**src/rtl/lcd_pkg.sv**
```systemverilog
// Shared definitions for the LCD command sequencer: command codes and issue-FSM states.
// Latency: n/a (package only).
// Backpressure: n/a (package only).
package lcd_pkg;

  // Command codes understood by the LCD image controller.
  localparam logic [3:0] CMD_WRITE     = 4'd0;   // write-out; last command of a sequence
  localparam logic [3:0] CMD_BRIGHT_UP = 4'd1;
  localparam logic [3:0] CMD_BRIGHT_DN = 4'd2;
  localparam logic [3:0] CMD_INVERT    = 4'd3;
  localparam logic [3:0] CMD_GRAY      = 4'd4;
  localparam logic [3:0] CMD_ROT_L     = 4'd5;
  localparam logic [3:0] CMD_ROT_R     = 4'd6;
  localparam logic [3:0] CMD_SHIFT_L   = 4'd7;
  localparam logic [3:0] CMD_SHIFT_R   = 4'd8;
  localparam logic [3:0] CMD_SHIFT_U   = 4'd9;
  localparam logic [3:0] CMD_SHIFT_D   = 4'd10;
  localparam logic [3:0] CMD_MIRROR_Y  = 4'd11;
  localparam logic [3:0] CMD_RSVD_LO   = 4'd12;  // first code with no controller meaning
  localparam logic [3:0] CMD_NOP       = 4'hF;   // idle value on the cmd bus

  // Issue FSM states.
  typedef enum logic [2:0] {
    ST_IDLE,
    ST_ISSUE,
    ST_WAIT_ACK,
    ST_WAIT_REL,
    ST_FINAL
  } issue_state_e;

  // True for codes 12..15, which the controller does not define.
  function automatic logic is_reserved(input logic [3:0] code);
    return code >= CMD_RSVD_LO;
  endfunction

endpackage

```
**src/rtl/lcd_cmd_fifo.sv**
```systemverilog
// Synchronous FIFO with registered storage; pointers carry one extra wrap bit.
// Latency: a pushed entry is visible at rd_dat the cycle after the push edge.
// Backpressure: pushes are ignored when full, pops ignored when empty; no bypass.
module lcd_cmd_fifo #(
  parameter int DEPTH = 8,
  parameter int AW    = $clog2(DEPTH),
  parameter int DW    = 4
) (
  input  logic          clk,
  input  logic          reset,
  input  logic          push_vld,
  input  logic [DW-1:0] push_dat,
  input  logic          pop_vld,
  output logic [DW-1:0] pop_dat,
  output logic          full,
  output logic          empty,
  output logic [AW:0]   level
);

  localparam logic [AW:0] PTR_ONE = (AW+1)'(1);

  logic [DW-1:0] mem_q [DEPTH];
  logic [DW-1:0] mem_d [DEPTH];
  logic [AW:0]   wr_ptr_q, wr_ptr_d;
  logic [AW:0]   rd_ptr_q, rd_ptr_d;

  // Status: equal indices with differing wrap bits means full.
  always_comb begin
    empty   = (wr_ptr_q == rd_ptr_q);
    full    = (wr_ptr_q[AW] != rd_ptr_q[AW]) &&
              (wr_ptr_q[AW-1:0] == rd_ptr_q[AW-1:0]);
    level   = wr_ptr_q - rd_ptr_q;
    pop_dat = mem_q[rd_ptr_q[AW-1:0]];
  end

  // Next storage and pointer values; push and pop may coincide.
  always_comb begin
    mem_d    = mem_q;
    wr_ptr_d = wr_ptr_q;
    rd_ptr_d = rd_ptr_q;
    if (push_vld && !full) begin
      mem_d[wr_ptr_q[AW-1:0]] = push_dat;
      wr_ptr_d                = wr_ptr_q + PTR_ONE;
    end
    if (pop_vld && !empty) begin
      rd_ptr_d = rd_ptr_q + PTR_ONE;
    end
  end

  // Storage and pointer registers; reset empties the FIFO and clears contents.
  always_ff @(posedge clk or posedge reset) begin
    if (reset) begin
      wr_ptr_q <= '0;
      rd_ptr_q <= '0;
      for (int i = 0; i < DEPTH; i++) begin
        mem_q[i] <= '0;
      end
    end else begin
      wr_ptr_q <= wr_ptr_d;
      rd_ptr_q <= rd_ptr_d;
      mem_q    <= mem_d;
    end
  end

endmodule

```
**src/rtl/lcd_cmd_seq.sv**
```systemverilog
// Buffers host command codes and issues them one at a time to the LCD controller; seals after code 0.
// Latency: push to cmd_valid is 2 cycles (pop, then strobe) when empty and not busy; strobes >= 3 cycles apart.
// Backpressure: host_ready drops when the FIFO is full or code 0 was accepted; LCD_CMD_SEQ_FILTER_EN drops codes 12-15.
module lcd_cmd_seq #(
  parameter int DEPTH = 8,            // power of two, >= 2
  parameter int AW    = $clog2(DEPTH)
) (
  input  logic          clk,
  input  logic          reset,
  input  logic [3:0]    host_cmd,
  input  logic          host_valid,
  output logic          host_ready,
  output logic [3:0]    cmd,
  output logic          cmd_valid,
  input  logic          busy,
  input  logic          done,
  output logic          seq_done,
  output logic [AW:0]   level
`ifdef LCD_CMD_SEQ_FILTER_EN
  ,
  output logic [7:0]    drop_cnt
`endif
);

  import lcd_pkg::*;

  issue_state_e state_q, state_d;
  logic [3:0]   cmd_q, cmd_d;
  logic         cmd_valid_q, cmd_valid_d;
  logic         seq_done_q, seq_done_d;
  logic         closed_q, closed_d;

  logic         full, empty;
  logic [3:0]   head;
  logic         push_acc;
  logic         code_drop;
  logic         fifo_push, fifo_pop;
  logic         can_pop;

  lcd_cmd_fifo #(
    .DEPTH (DEPTH),
    .AW    (AW),
    .DW    (4)
  ) u_fifo (
    .clk      (clk),
    .reset    (reset),
    .push_vld (fifo_push),
    .push_dat (host_cmd),
    .pop_vld  (fifo_pop),
    .pop_dat  (head),
    .full     (full),
    .empty    (empty),
    .level    (level)
  );

  // Host side: accept, optionally discard reserved codes, and seal on code 0.
  always_comb begin
    host_ready = !full && !closed_q;
    push_acc   = host_valid && host_ready;
`ifdef LCD_CMD_SEQ_FILTER_EN
    code_drop  = is_reserved(host_cmd);
`else
    code_drop  = 1'b0;
`endif
    fifo_push  = push_acc && !code_drop;
    closed_d   = closed_q || (push_acc && (host_cmd == CMD_WRITE));
  end

  // Issue FSM: pop into the cmd register, strobe once, then track the busy pulse.
  always_comb begin
    state_d     = state_q;
    cmd_d       = CMD_NOP;
    cmd_valid_d = 1'b0;
    seq_done_d  = seq_done_q;
    fifo_pop    = 1'b0;
    can_pop     = !empty && !busy;
    case (state_q)
      ST_IDLE: begin
        if (can_pop) begin
          fifo_pop    = 1'b1;
          cmd_d       = head;
          cmd_valid_d = 1'b1;
          state_d     = ST_ISSUE;
        end
      end
      ST_ISSUE: begin
        // cmd_q still holds the code being strobed this cycle.
        state_d = (cmd_q == CMD_WRITE) ? ST_FINAL : ST_WAIT_ACK;
      end
      ST_WAIT_ACK: begin
        // Controller raises busy one cycle after it sees the strobe.
        if (busy) begin
          state_d = ST_WAIT_REL;
        end
      end
      ST_WAIT_REL: begin
        // The release cycle doubles as an IDLE cycle so back-to-back
        // commands go out every 3 cycles instead of 4.
        if (!busy) begin
          if (can_pop) begin
            fifo_pop    = 1'b1;
            cmd_d       = head;
            cmd_valid_d = 1'b1;
            state_d     = ST_ISSUE;
          end else begin
            state_d = ST_IDLE;
          end
        end
      end
      ST_FINAL: begin
        // Sealed: nothing more is issued; only the controller's done matters.
        if (done) begin
          seq_done_d = 1'b1;
        end
      end
      default: begin
        state_d = ST_IDLE;
      end
    endcase
  end

  // Sequencer state registers.
  always_ff @(posedge clk or posedge reset) begin
    if (reset) begin
      state_q     <= ST_IDLE;
      cmd_q       <= CMD_NOP;
      cmd_valid_q <= 1'b0;
      seq_done_q  <= 1'b0;
      closed_q    <= 1'b0;
    end else begin
      state_q     <= state_d;
      cmd_q       <= cmd_d;
      cmd_valid_q <= cmd_valid_d;
      seq_done_q  <= seq_done_d;
      closed_q    <= closed_d;
    end
  end

  assign cmd       = cmd_q;
  assign cmd_valid = cmd_valid_q;
  assign seq_done  = seq_done_q;

`ifdef LCD_CMD_SEQ_FILTER_EN
  logic [7:0] drop_cnt_q, drop_cnt_d;

  // Saturating count of reserved codes accepted from the host and discarded.
  always_comb begin
    drop_cnt_d = drop_cnt_q;
    if (push_acc && code_drop && (drop_cnt_q != 8'hFF)) begin
      drop_cnt_d = drop_cnt_q + 8'd1;
    end
  end

  // Drop counter register.
  always_ff @(posedge clk or posedge reset) begin
    if (reset) begin
      drop_cnt_q <= 8'd0;
    end else begin
      drop_cnt_q <= drop_cnt_d;
    end
  end

  assign drop_cnt = drop_cnt_q;
`endif

endmodule

```
**config.mk**
```make
export PLATFORM = sky130hd
export DESIGN_NAME = lcd_cmd_seq
export DESIGN_NICKNAME = d
export VERILOG_FILES = /design/src/rtl/lcd_pkg.sv /design/src/rtl/lcd_cmd_fifo.sv /design/src/rtl/lcd_cmd_seq.sv
export SDC_FILE = /design/constraint.sdc
export NUM_CORES = 1
export LEC_CHECK = 0
export ABC_CLOCK_PERIOD_IN_PS = 4950
export BUFFER_PORTS_ARGS = -buffer_cell sky130_fd_sc_hd__buf_2
export CAP_MARGIN = 30
export CELL_PAD_IN_SITES_DETAIL_PLACEMENT = 1
export CELL_PAD_IN_SITES_GLOBAL_PLACEMENT = 1
export CORE_ASPECT_RATIO = 0.5
export CORE_UTILIZATION = 50
export CTS_BUF_LIST = sky130_fd_sc_hd__clkbuf_4 sky130_fd_sc_hd__clkbuf_8
export DETAILED_ROUTE_END_ITERATION = 10
export PLACE_DENSITY_LB_ADDON = 0.1
export REMOVE_ABC_BUFFERS = 1
export SKIP_LAST_GASP = 1
export SYNTH_ARGS = -nofsm -noshare
export SYNTH_HDL_FRONTEND = slang
export SYNTH_SLANG_ARGS = --single-unit
```
**constraint.sdc**
```tcl
create_clock -name clk -period 4.95 [get_ports clk]
set_input_delay 0.495 -clock clk [delete_from_list [all_inputs] [get_ports clk]]
set_output_delay 0.495 -clock clk [all_outputs]
set_load 0.02 [all_outputs]
```
# Yosys cells after proc, flatten, opt, wreduce, memory -nomap -nowiden
# Cells that the tools add are included.
op_classes:
  bitwise_logic: 3
  add_sub_neg: 3
  muxes: 18
  n_eq_ne: 10
  reduce_logical: 18
  order_cmp: 3
ops:
  columns: ["operator", "n"]
  rows:
  - ["$bwmux 32", 1]
  - ["$mux 4", 5]
  - ["$pmux 3 s5", 1]
  - ["$bmux 4 s3", 1]
  - ["$demux 4 s3", 1]
  - ["$mux 3", 4]
  - ["$add 4x1->4 const B", 2]
  - ["$ge 4x4->1 const B", 2]
  - ["$logic_and 1x1->1", 8]
  - ["$logic_not 4->1", 2]
  - ["$not 3->4", 2]
  - ["$pmux 4 s2", 1]
  - ["$eq 3x2->1 const B", 2]
  - ["$ne 2x2->1 const B", 3]
  - ["$eq 4x4->1", 1]
  - ["$logic_not 1->1", 4]
  - ["$lt 4x1->1 const B", 1]
  - ["$reduce_and 4->1", 1]
  - ["$sub 4x4->4", 1]
  - ["$eq 3x1->1 const B", 1]
  - ["$eq 3x3->1", 1]
  - ["$eq 3x3->1 const B", 1]
  - ["$logic_not 3->1", 1]
  - ["$mux 1", 3]
  - ["other kinds (5)", 5]
totals:
  elab_cells: 70
  out_inout_bits: 11
  reg_bits: 50
  input_bits: 9

# Longest topological paths before layout
# Gate-level depths: netlist of run 1.
logic_depth:
  ltp_word: 7
  ltp_mapped: 8
  ltp_nobuf: 7

# Hierarchy
# A second synthesis of run 1 with hierarchy kept.
unflattened:
  cells_unflattened: 186
  area_unflattened_um2: 2397.3
by_module_without_submodules:
  columns: ["mod", "n_inst", "cells_each", "seq_area_each_um2", "area_per_inst_um2"]
  rows:
  - ["lcd_cmd_fifo", 1, 147, 1001.0, 1979.4]
  - ["lcd_cmd_seq", 1, 39, 255.2, 417.9]

# Worst setup path before layout of run 1
# No wires, ideal clock.
synth_path:
  path_type: "register -> register"
  start: "register u_fifo.rd_ptr_q[1]"
  end: "register u_fifo.wr_ptr_q[1]"
  setup_ns: 0.128
  required_time_ns: 4.822
  path_stages_with_launch: 9
  slack_ns: 2.565
  synth_period_minus_slack_ns: 2.385
  path_buffers: 1
  arrival_time_ns: 2.257
  path_cell_list: "dfrtp_1 clkbuf_1 inv_1 ha_1 nand3_1 o21bai_4 inv_2 nand2_2 mux2_1"
synth_between:
  elab_chain_cells: 6
synth_rtl:
  columns: ["item", "line_no", "source"]
  rows:
  - ["start: declaration", "lcd_cmd_fifo.sv:25", "logic [AW:0] rd_ptr_q, rd_ptr_d;"]
  - ["start signal: assignment", "lcd_cmd_fifo.sv:60", "rd_ptr_q <= rd_ptr_d;"]
  - ["$eq 3x3->1", "lcd_cmd_fifo.sv:31", "(wr_ptr_q[AW-1:0] == rd_ptr_q[AW-1:0]);"]
  - ["$logic_and 1x1->1", "lcd_cmd_fifo.sv:30", "full = (wr_ptr_q[AW] != rd_ptr_q[AW]) &&"]
  - ["$logic_not 1->1", "lcd_cmd_seq.sv:58", "host_ready = !full && !closed_q;"]
  - ["$logic_and 1x1->1", "lcd_cmd_seq.sv:58", null]
  - ["via host_ready", "lcd_cmd_seq.sv:12", "output logic host_ready,"]
  - ["$logic_and 1x1->1", "lcd_cmd_seq.sv:59", "push_acc = host_valid && host_ready;"]
  - ["$logic_and 1x1->1", "lcd_cmd_fifo.sv:41", "if (push_vld && !full) begin"]
  - ["end signal: assignment", "lcd_cmd_fifo.sv:59", "wr_ptr_q <= wr_ptr_d;"]
  - ["end: declaration", "lcd_cmd_fifo.sv:24", "logic [AW:0] wr_ptr_q, wr_ptr_d;"]
# The timed path passes the listed nets, and every way through them passes these cells.
# A chain may end at the register's enable or synchronous reset.

# Worst setup path after layout of run 1
layout_path:
  start: "register u_fifo.rd_ptr_q[1]"
  end: "output host_ready"
layout_between:
  elab_chain_cells: 4
layout_rtl:
  columns: ["item", "line_no"]
  rows:
  - ["$eq 3x3->1", "lcd_cmd_fifo.sv:31"]
  - ["$logic_and 1x1->1", "lcd_cmd_fifo.sv:30"]
  - ["$logic_not 1->1", "lcd_cmd_seq.sv:58"]
  - ["$logic_and 1x1->1", "lcd_cmd_seq.sv:58"]
  - ["end: declaration", "lcd_cmd_seq.sv:12"]
# Every way passes these cells.

==> metrics, run 1 <==
status finished clean; most frequent cells in the layout dfrtp_1, mux2_2, buf_2; Peak VDD IR 0.3084 mV; total leakage power 1.187 nW; Synth area leaders dfrtp_1, mux2_2, mux4_2; Vias/cell 5.542; number of I/O pins 20; Port Buffers 19; via count 1,463; Max Fanout on Critical Path 12; post-DP HPWL 3822 µm; GRT overflow 0; Cells after Synth 175; RSZ-0062 raised after global routing false; Slew Limit Fails 0; clk sink count 50; global-route wire length before repair 8983 µm; H-tree depth 2; gr usage total 24.51%; register area share after synthesis 51.25%; fraction of layout cells with a size suffix above 1 40.91%; Root Buffer clkbuf_8; fin area 2744 µm²; Final period util 59.06%; Routed WL per cell 19.77 µm; Crit path arrival time 2430 ps; syn avg cell area 14.01 µm²; NumNets Final 212; DRT Wirelength 5218 µm; floorplan row count 17; Post-CTS Hold Buffers 0; Req. time, crit path 4450 ps; Sum Neg Setup Slack 0 ps; GP Congestion 0.7830; core footprint 4552 µm²; postcts setup bufs 0; largest net degree at the start of global routing 33; Die Area 5203 µm²; Final Hold Viols 0; clk_skew 9.090 ps; Resized Gates After CTS 0; Clk pin slew, worst setup/hold paths 90 ps; Final ANT Viol Nets 0; Mapped Area 2451 µm²; TritonCTS clock tree built; vias in the first global route 1,637; final setup vio count 0; Setup crit end kind output pin; DP Area 2623 µm²; initial antenna violation count 0; Fmax achieved 342.1 MHz; TritonRoute pass-1 iters 4; Power Total 0.002002 W; Startpoint Class flop; Finished Layout Cells 264; post-synth cell types 36; YS warnings 0; Hold WC Path Type input pin to async pin; Synth area leader dfrtp_1; Die W 101.0 µm; Max-slew headroom 53.20%; max cap viols 0; Worst-Margin Slew 702.0 ps; WS Path Type flop to output pin; area share of the largest cell type after synthesis 46.96%; most common cell after layout, fill and taps aside dfrtp_1; Fill cells 469; synthesized flop and latch total 50; area grow syn2layout 11.94%; Die H 51.51 µm; 1st-iter DRT viols 44; post-layout util 60.28%; ant diodes 0; CTS buffer count 5; clock latency on the worst-skew pair 320 ps; placed insts 256; minimum clock period 2923 ps; Critical R2R Launch u_fifo.rd_ptr_q[1]; Initial Utilization 53.85%; # DRC 0; Critical path origin u_fifo.rd_ptr_q[1]; Cell Pwr Density 729.8 nW/µm²; Longest Clk Path Bufs 2
-- cell type report --
type | count | area (µm²) | area share (%)
inverter | 10 | 37.54 | 1.368
clock buffer | 6 | 82.58 | 3.010
multi-input combinational | 110 | 1131 | 41.22
tap | 66 | 82.58 | 3.010
timing repair buffer | 20 | 115.1 | 4.195
sequential | 50 | 1256 | 45.78
clock inverter | 2 | 38.79 | 1.414
-- where the power goes --
group | total (W) | leakage, nW | switching (W) | internal (W)
clock | 0.000318 | 0.0618 | 0.000152 | 0.000166
combinational | 0.000876 | 0.519 | 0.000459 | 0.000417
sequential | 0.000808 | 0.606 | 0.000207 | 0.000601
-- routing by layer --
layer,global-route usage [%],share of wire (%),vias up
met5,0,0,-
met4,5.797,0.92,0
met3,7.258,3.9,6
met2,37.44,45,21
met1,34.83,51,767
li1,-,-,669
-- sequential cells by signal, summed over array words and instances, names as in the netlist --
| register | flops |
|---|---|
| u_fifo.mem_q | 32 |
| cmd | 4 |
| u_fifo.rd_ptr_q | 4 |
| u_fifo.wr_ptr_q | 4 |
| state_q | 3 |
| closed_q | 1 |
| cmd_valid | 1 |
| seq_done | 1 |
-- kinds of logic after synthesis --
group,count (synthesis),synth area share [%]
AO/OA/AOI/OAI,12,3.829
XOR/XNOR,10,3.880
adder cells (fa/ha/maj),6,3.369
buffers and inverters,15,2.603
flip-flops,50,51.25
multiplexers,41,22.51
AND/OR/NAND/NOR,41,12.56
-- cells in the mapped netlist --
cell	count
buf_2	1
dfrtp_1	46
nand2_2	1
mux2_2	23
inv_2	2
dfstp_2	4
or2_2	1
nand2_1	13
nor4_4	4
inv_1	8
a211oi_2	1
o21bai_4	1
nand4_1	1
xor2_1	3
a22oi_1	1
nand3_1	8
clkbuf_1	3
a31o_2	2
o21ai_0	2
fa_1	1
clkdlybuf4s25_2	1
xnor2_1	6
or3_1	1
mux2_1	10
nor2_1	3
ha_1	5
a21o_1	1
and3_1	1
xnor2_2	1
nand3b_1	1
or4_1	1
a21oi_1	4
nor4_1	1
nor3_1	1
mux4_2	8
nor3_4	4
-- worst paths after layout --
check / end / slack (ps) / cells past startpoint
max in group asynchronous: u_fifo.mem_q[20] / 4260 / 3
min: cmd_valid / 170 / 2
max reg2reg: u_fifo.rd_ptr_q[3] / 2420 / 6
min in group clk: seq_done / 410 / 2
max: host_ready / 2030 / 6
min reg2reg: seq_done / 480 / 1
-- critical path, cell delays in order (launching register included) --
cell and delay (ps):
dfrtp_1 710, inv_1 130, ha_1 350, nand3_1 130
o21bai_4 480, inv_2 120, buf_2 190
-- metrics by stage --
step | setup slack (ps) | hold WS, ps
2_1_floorplan | 2720 | 442.3
3_3_place_gp | 2480 | 446.7
3_5_place_dp | 2395 | 450.6
4_1_cts | 2003 | 164.0
5_1_grt | 1842 | 209.3
6_report | 2027 | 168.8
Note: power is estimated with default switching activity, not from simulation.
==> run 2: changes to the inputs <==
--- a/config.mk
+++ b/config.mk
@@ -5,7 +5,7 @@
 export SDC_FILE = /design/constraint.sdc
 export NUM_CORES = 1
 export LEC_CHECK = 0
-export ABC_CLOCK_PERIOD_IN_PS = 4950
+export ABC_CLOCK_PERIOD_IN_PS = 2800
 export BUFFER_PORTS_ARGS = -buffer_cell sky130_fd_sc_hd__buf_2
 export CAP_MARGIN = 30
 export CELL_PAD_IN_SITES_DETAIL_PLACEMENT = 1
==> constraint.sdc (replaced) <==
create_clock -name clk -period 2.8 [get_ports clk]
set_input_delay 0.28 -clock clk [delete_from_list [all_inputs] [get_ports clk]]
set_output_delay 0.28 -clock clk [all_outputs]
set_load 0.02 [all_outputs]
==> run 2 against run 1 <==
  * The flow now finishes with violations (hold timing)
  * Non-clock buffer count increased by 4
  * Setup slack got worse by 1800 ps
  * First-iteration DRC count increased by 70%
  * Core utilization increased by 0.66 points
  * Die area unchanged
  * Design area increased by 1.1%
  * Global-route usage decreased by 1.6 points
  * Cell count increased by 1.5%
  * Critical path type unchanged
==> metrics, run 2 (same netlist as run 1, synthesis figures left out) <==
Port Buffers 19 (unchanged); most common cell after layout, fill and taps aside dfrtp_1 (unchanged); Final period util 91.07%; Sum Neg Setup Slack 0 ps (unchanged); Startpoint Class flop (unchanged); clk sink count 50 (unchanged); Hold WC Path Type input pin to async pin (unchanged); vias in the first global route 1,534 (was 1,637); NumNets Final 216 (was 212); GRT overflow 0 (unchanged); Critical path origin u_fifo.rd_ptr_q[2] (was u_fifo.rd_ptr_q[1]); postcts setup bufs 0 (unchanged); Die H 51.51 µm (unchanged); Initial Utilization 53.85% (unchanged); Slew Limit Fails 0 (unchanged); RSZ-0062 raised after global routing false (unchanged); clk_skew 5.307 ps (was 9.090 ps); Final Hold Viols 16 (was 0); 1st-iter DRT viols 75 (was 44); Setup crit end kind output pin (unchanged); CP max stage cell dfrtp_1 (unchanged); Final ANT Viol Nets 0 (unchanged); # DRC 0 (unchanged); GP Congestion 0.7386 (was 0.7830); post-DP HPWL 3688 µm (was 3822 µm); Post-CTS Hold Buffers 0 (unchanged); Req. time, crit path 2520 ps (was 4450 ps); global-route wire length before repair 8411 µm (was 8983 µm); Fmax achieved 392.1 MHz; max cap viols 0 (unchanged); WS Path Type flop to output pin (unchanged); Root Buffer clkbuf_8 (unchanged); Worst Hold Slack -9.752 ps (was 168.8 ps); Fill cells 469 (unchanged); area grow syn2layout 13.17% (was 11.94%); floorplan row count 17 (unchanged); violated checks hold timing; via count 1,473 (was 1,463); status finished, violations left (was finished clean); minimum clock period 2550 ps; number of I/O pins 20 (unchanged); final setup vio count 0 (unchanged); initial antenna violation count 0 (unchanged); critical-path cell list inv_1, ha_1, nand3_1, o21bai_4, inv_2, buf_2 (unchanged); core footprint 4552 µm² (unchanged); TritonRoute pass-1 iters 4 (unchanged); Largest Register u_fifo.mem_q (unchanged); Max-slew headroom 63.24% (was 53.20%); largest net degree at the start of global routing 31 (was 33); Clk pin slew, worst setup/hold paths 90 ps (about the same); Crit path arrival time 2270 ps (was 2430 ps); Max Fanout on Critical Path 9 (was 12); H-tree depth 2 (unchanged); Critical R2R Launch u_fifo.wr_ptr_q[2] (was u_fifo.rd_ptr_q[1]); placed insts 260 (was 256); Die W 101.0 µm (unchanged); Resized Gates After CTS 0 (unchanged); slowest stage delay, CP 480 ps (was 710 ps); Worst Reg-to-Reg Cells 5 (was 6); Cell Pwr Density 1289 nW/µm² (was 729.8 nW/µm²); CTS buffer count 5 (unchanged); fraction of layout cells with a size suffix above 1 42.08% (was 40.91%); ant diodes 0 (unchanged); max reg flops 32 (unchanged); Longest Clk Path Bufs 2 (unchanged); DRT Wirelength 5146 µm (was 5218 µm); Vias/cell 5.496 (was 5.542); TritonCTS clock tree built (unchanged); most frequent cells in the layout dfrtp_1, mux2_2, buf_2 (unchanged); total leakage power 1.207 nW (was 1.187 nW); gr usage total 22.94% (was 24.51%); Finished Layout Cells 268 (was 264); Worst-Margin Slew 550.0 ps (was 702.0 ps); Die Area 5203 µm² (unchanged); clock latency on the worst-skew pair 300 ps (was 320 ps); Peak VDD IR 0.6513 mV (was 0.3084 mV); Routed WL per cell 19.20 µm (was 19.77 µm)
[run 2: through the flow]
step / setup slack, ps / instance area [µm²] / util (%) / power [W] / hold WS (ps)
6_report: 249.9 / 2774 / 60.94 / 0.003575 / -9.752
5_1_grt: 154.9 / 2774 / 60.94 / 0.003816 / 12.70
4_1_cts: 247.2 / 2774 / 60.94 / 0.003610 / 0.8412
3_5_place_dp: 457.8 / 2653 / 58.27 / 0.003031 / 334.0
3_3_place_gp: 536.5 / 2633 / 57.83 / 0.002943 / 445.6
2_1_floorplan: 570.3 / 2425 / - / 0.002531 / 414.7
[run 2: layer usage]
metal | up-vias | track usage (%) | wire length (µm)
li1 | 675 | - | -
met1 | 767 | 32.91 | 2543
met2 | 27 | 36.30 | 2346
met3 | 4 | 5.914 | 230
met4 | 0 | 3.623 | 24
met5 | - | 0 | 0
[run 2: worst paths after layout]
path                       slack [ps]          endpoint
setup / recovery                  250        host_ready
setup reg to reg                  430  u_fifo.mem_q[28]
hold / removal                    -10         cmd_valid
hold reg to reg                   470          seq_done
max in group asynchronous        2290   u_fifo.mem_q[1]
min in group clk                  220          seq_done
[run 2: final cells by class]
| type | count | area (µm²) | area share [%] |
|---|---|---|---|
| sequential | 50 | 1256 | 45.29 |
| inverter | 10 | 37.54 | 1.353 |
| tap | 66 | 82.58 | 2.977 |
| multi-input combinational | 110 | 1131 | 40.78 |
| timing repair buffer | 24 | 145.1 | 5.232 |
| clock buffer | 6 | 82.58 | 2.977 |
| clock inverter | 2 | 38.79 | 1.398 |
[run 2: worst max-delay path: cells and delay by family, from the launching register on]
kind                       cells  cell delay, ps
DFF                            1             480
and+or+nand+nor                1             140
adders and majority gates      1             380
buffers and inverters          3             490
AOI/OAI and AO/OA              1             470
[run 2: report_power, final]
| group | total (W) | internal, W | switching (W) |
|---|---|---|---|
| registers | 0.00131 | 0.00106 | 0.000246 |
| logic | 0.00172 | 0.000777 | 0.000943 |
| clock network | 0.000545 | 0.000294 | 0.000250 |
| total | 0.00358 | 0.00214 | 0.00144 |
==> run 3: changes to the inputs <==
--- a/config.mk
+++ b/config.mk
@@ -5,7 +5,7 @@
 export SDC_FILE = /design/constraint.sdc
 export NUM_CORES = 1
 export LEC_CHECK = 0
-export ABC_CLOCK_PERIOD_IN_PS = 2800
+export ABC_CLOCK_PERIOD_IN_PS = 3220
 export BUFFER_PORTS_ARGS = -buffer_cell sky130_fd_sc_hd__buf_2
 export CAP_MARGIN = 30
 export CELL_PAD_IN_SITES_DETAIL_PLACEMENT = 1
==> constraint.sdc (replaced) <==
create_clock -name clk -period 3.22 [get_ports clk]
set_input_delay 0.322 -clock clk [delete_from_list [all_inputs] [get_ports clk]]
set_output_delay 0.322 -clock clk [all_outputs]
set_load 0.02 [all_outputs]
==> run 3 against run 2 <==
  * The flow now finishes without violations
  * Clock-buffer cell count fell by 1
  * Global-route usage fell by 0.48 points
  * Wire length fell by 5.1%
  * Sequential cell count did not move
  * Clock skew barely moved
  * Setup slack improved by 230 ps
  * Hold slack improved by 30 ps
  * Sequential power fell by 9%
  * Critical path depth did not move
  * Total power fell by 18%
==> metrics, run 3 (same netlist as run 1, synthesis figures left out) <==
Combinational Power Share 46.9% (was 48.1%); Worst-Margin Slew 763.0 ps (was 550.0 ps); GP Congestion 0.7065 (was 0.7386); Routed WL per cell 18.50 µm (was 19.20 µm); slowest stage delay, CP 710 ps (was 480 ps); Worst Hold Slack 20.24 ps (was -9.752 ps); most common cell after layout, fill and taps aside dfrtp_1 (unchanged); WS Path Type flop to output pin (unchanged); Setup crit end kind output pin (unchanged); sequential share of power 40.5% (was 36.6%); Req. time, crit path 2900 ps (was 2520 ps); Die H 51.51 µm (unchanged); Slew Limit Fails 0 (unchanged); Fill cells 491 (was 469); TritonRoute pass-1 iters 3 (was 4); Max Fanout on Critical Path 12 (was 9); largest net degree at the start of global routing 31 (unchanged); Final ANT Viol Nets 0 (unchanged); R2R Path End u_fifo.rd_ptr_q[3] (was u_fifo.mem_q[28]); Post-CTS Hold Buffers 0 (unchanged); max reg flops 32 (unchanged); critical-path cell list inv_1, ha_1, nand3_1, o21bai_4, inv_2, buf_2 (unchanged); TritonCTS clock tree built (unchanged); Largest Register u_fifo.mem_q (unchanged); post-DP HPWL 3674 µm (was 3688 µm); Finished Layout Cells 264 (was 268); Final Hold Viols 0 (was 16); ant diodes 0 (unchanged); Cell Pwr Density 1082 nW/µm² (was 1289 nW/µm²); Crit path arrival time 2420 ps (was 2270 ps); Sum Neg Setup Slack 0 ps (unchanged); Critical R2R Launch u_fifo.rd_ptr_q[1] (was u_fifo.wr_ptr_q[2]); vias in the first global route 1,585 (was 1,534); most frequent cells in the layout dfrtp_1, mux2_2, buf_2 (unchanged); Vias/cell 5.500 (was 5.496); core footprint 4552 µm² (unchanged); initial antenna violation count 0 (unchanged); final setup vio count 0 (unchanged); sw frac 41.28% (was 40.26%); Fmax achieved 365.2 MHz; global-route wire length before repair 8307 µm (was 8411 µm); Startpoint Class flop (unchanged); Hold WC Path Type input pin to async pin (unchanged); Root Buffer clkbuf_8 (unchanged); RSZ-0062 raised after global routing false (unchanged); H-tree depth 2 (unchanged); Resized Gates After CTS 0 (unchanged); area grow syn2layout 10.67% (was 13.17%); minimum clock period 2739 ps; max cap viols 0 (unchanged); Initial Utilization 53.85% (unchanged); Die Area 5203 µm² (unchanged); flip-flop and latch area 1256 µm² (unchanged); DRT Wirelength 4884 µm (was 5146 µm); Peak VDD IR 0.3924 mV (was 0.6513 mV); # DRC 0 (unchanged); postcts setup bufs 0 (unchanged); Max-slew headroom 49.04% (was 63.24%); clock latency on the worst-skew pair 310 ps (was 300 ps); P_sw 0.001211 W (was 0.001440 W); Clk pwr share 12.5% (was 15.2%); Final period util 85.05%; fraction of layout cells with a size suffix above 1 40.91% (was 42.08%); gr usage total 22.47% (was 22.94%); status finished clean (was finished, violations left); Worst Reg-to-Reg Cells 6 (was 5); total leakage power 1.174 nW (was 1.207 nW); clk sink count 50 (unchanged); Multi-input gate area 1131 µm² (unchanged); CP max stage cell dfrtp_1 (unchanged); Pint 0.001723 W (was 0.002136 W); CTS buffer count 5 (unchanged); GRT overflow 0 (unchanged); NumNets Final 213 (was 216); R2R Setup Slk 660 ps (was 430 ps); floorplan row count 17 (unchanged); Die W 101.0 µm (unchanged); Longest Clk Path Bufs 2 (unchanged); Port Buffers 19 (unchanged); via count 1,452 (was 1,473); 1st-iter DRT viols 47 (was 75); Clk pin slew, worst setup/hold paths 90 ps (about the same); placed insts 257 (was 260); number of I/O pins 20 (unchanged); clk_skew 5.548 ps (was 5.307 ps)
run 3: cell count changes in the layout (fill, tap and decap cells not counted):
cell       delta
clkbuf_8      -1
clkinv_2      +1
bufinv_16     -1
buf_4         -3
run 3: per-stage QoR:
| stage | util (%) | setup WS (ps) | area (µm²) | power (W) |
|---|---|---|---|---|
| 2_1_floorplan | - | 990.3 | 2425 | 0.002201 |
| 5_1_grt | 59.59 | 283.2 | 2713 | 0.003153 |
| 3_5_place_dp | 57.78 | 673.9 | 2630 | 0.002606 |
| 6_report | 59.59 | 481.5 | 2713 | 0.002934 |
| 4_1_cts | 59.59 | 440.5 | 2713 | 0.002970 |
| 3_3_place_gp | 57.34 | 781.2 | 2610 | 0.002530 |
run 3: power by group through the flow:
| stage | Combinational, W | Clock (W) | Sequential [W] |
|---|---|---|---|
| 3_5_place_dp | 0.00140 | 0 | 0.00120 |
| 3_3_place_gp | 0.00134 | 0 | 0.00119 |
| 6_report | 0.00138 | 0.000367 | 0.00119 |
| 2_1_floorplan | 0.00103 | 0 | 0.00117 |
| 5_1_grt | 0.00152 | 0.000396 | 0.00123 |
| 4_1_cts | 0.00141 | 0.000373 | 0.00119 |
run 3: layer usage:
metal | vias up | routed length (µm) | GRT usage, %
met5 | - | 0 | 0
li1 | 670 | - | -
met1 | 759 | 2497 | 31.77
met2 | 16 | 2214 | 35.50
met3 | 7 | 126 | 5.242
met4 | 0 | 45 | 5.797
run 3: area by class of cell:
class	instances	share of cell area [%]
clock inverters	2	0.5074
well taps	66	3.044
multi-input cells	110	41.70
inverters	10	1.384
flip-flops and latches	50	46.31
repair buffers	21	4.520
clock buffers	5	2.537
run 3: critical path, delay by kind of cell (launching register included):
family	cells	cell delay, ps
and+or+nand+nor	1	140
buffers and inverters	3	440
AOI/OAI and AO/OA	1	470
adders and majority gates	1	350
DFF	1	710
run 3: worst max path at each step:
stage / from / to / slack [ps]
3_3_place_gp: u_fifo.rd_ptr_q[1] / u_fifo.rd_ptr_q[3] / 780
5_1_grt: u_fifo.rd_ptr_q[1] / host_ready / 280
6_report: u_fifo.rd_ptr_q[1] / host_ready / 480
4_1_cts: u_fifo.rd_ptr_q[1] / host_ready / 440
3_5_place_dp: u_fifo.rd_ptr_q[1] / u_fifo.rd_ptr_q[3] / 670
2_1_floorplan: u_fifo.rd_ptr_q[1] / u_fifo.wr_ptr_q[1] / 990
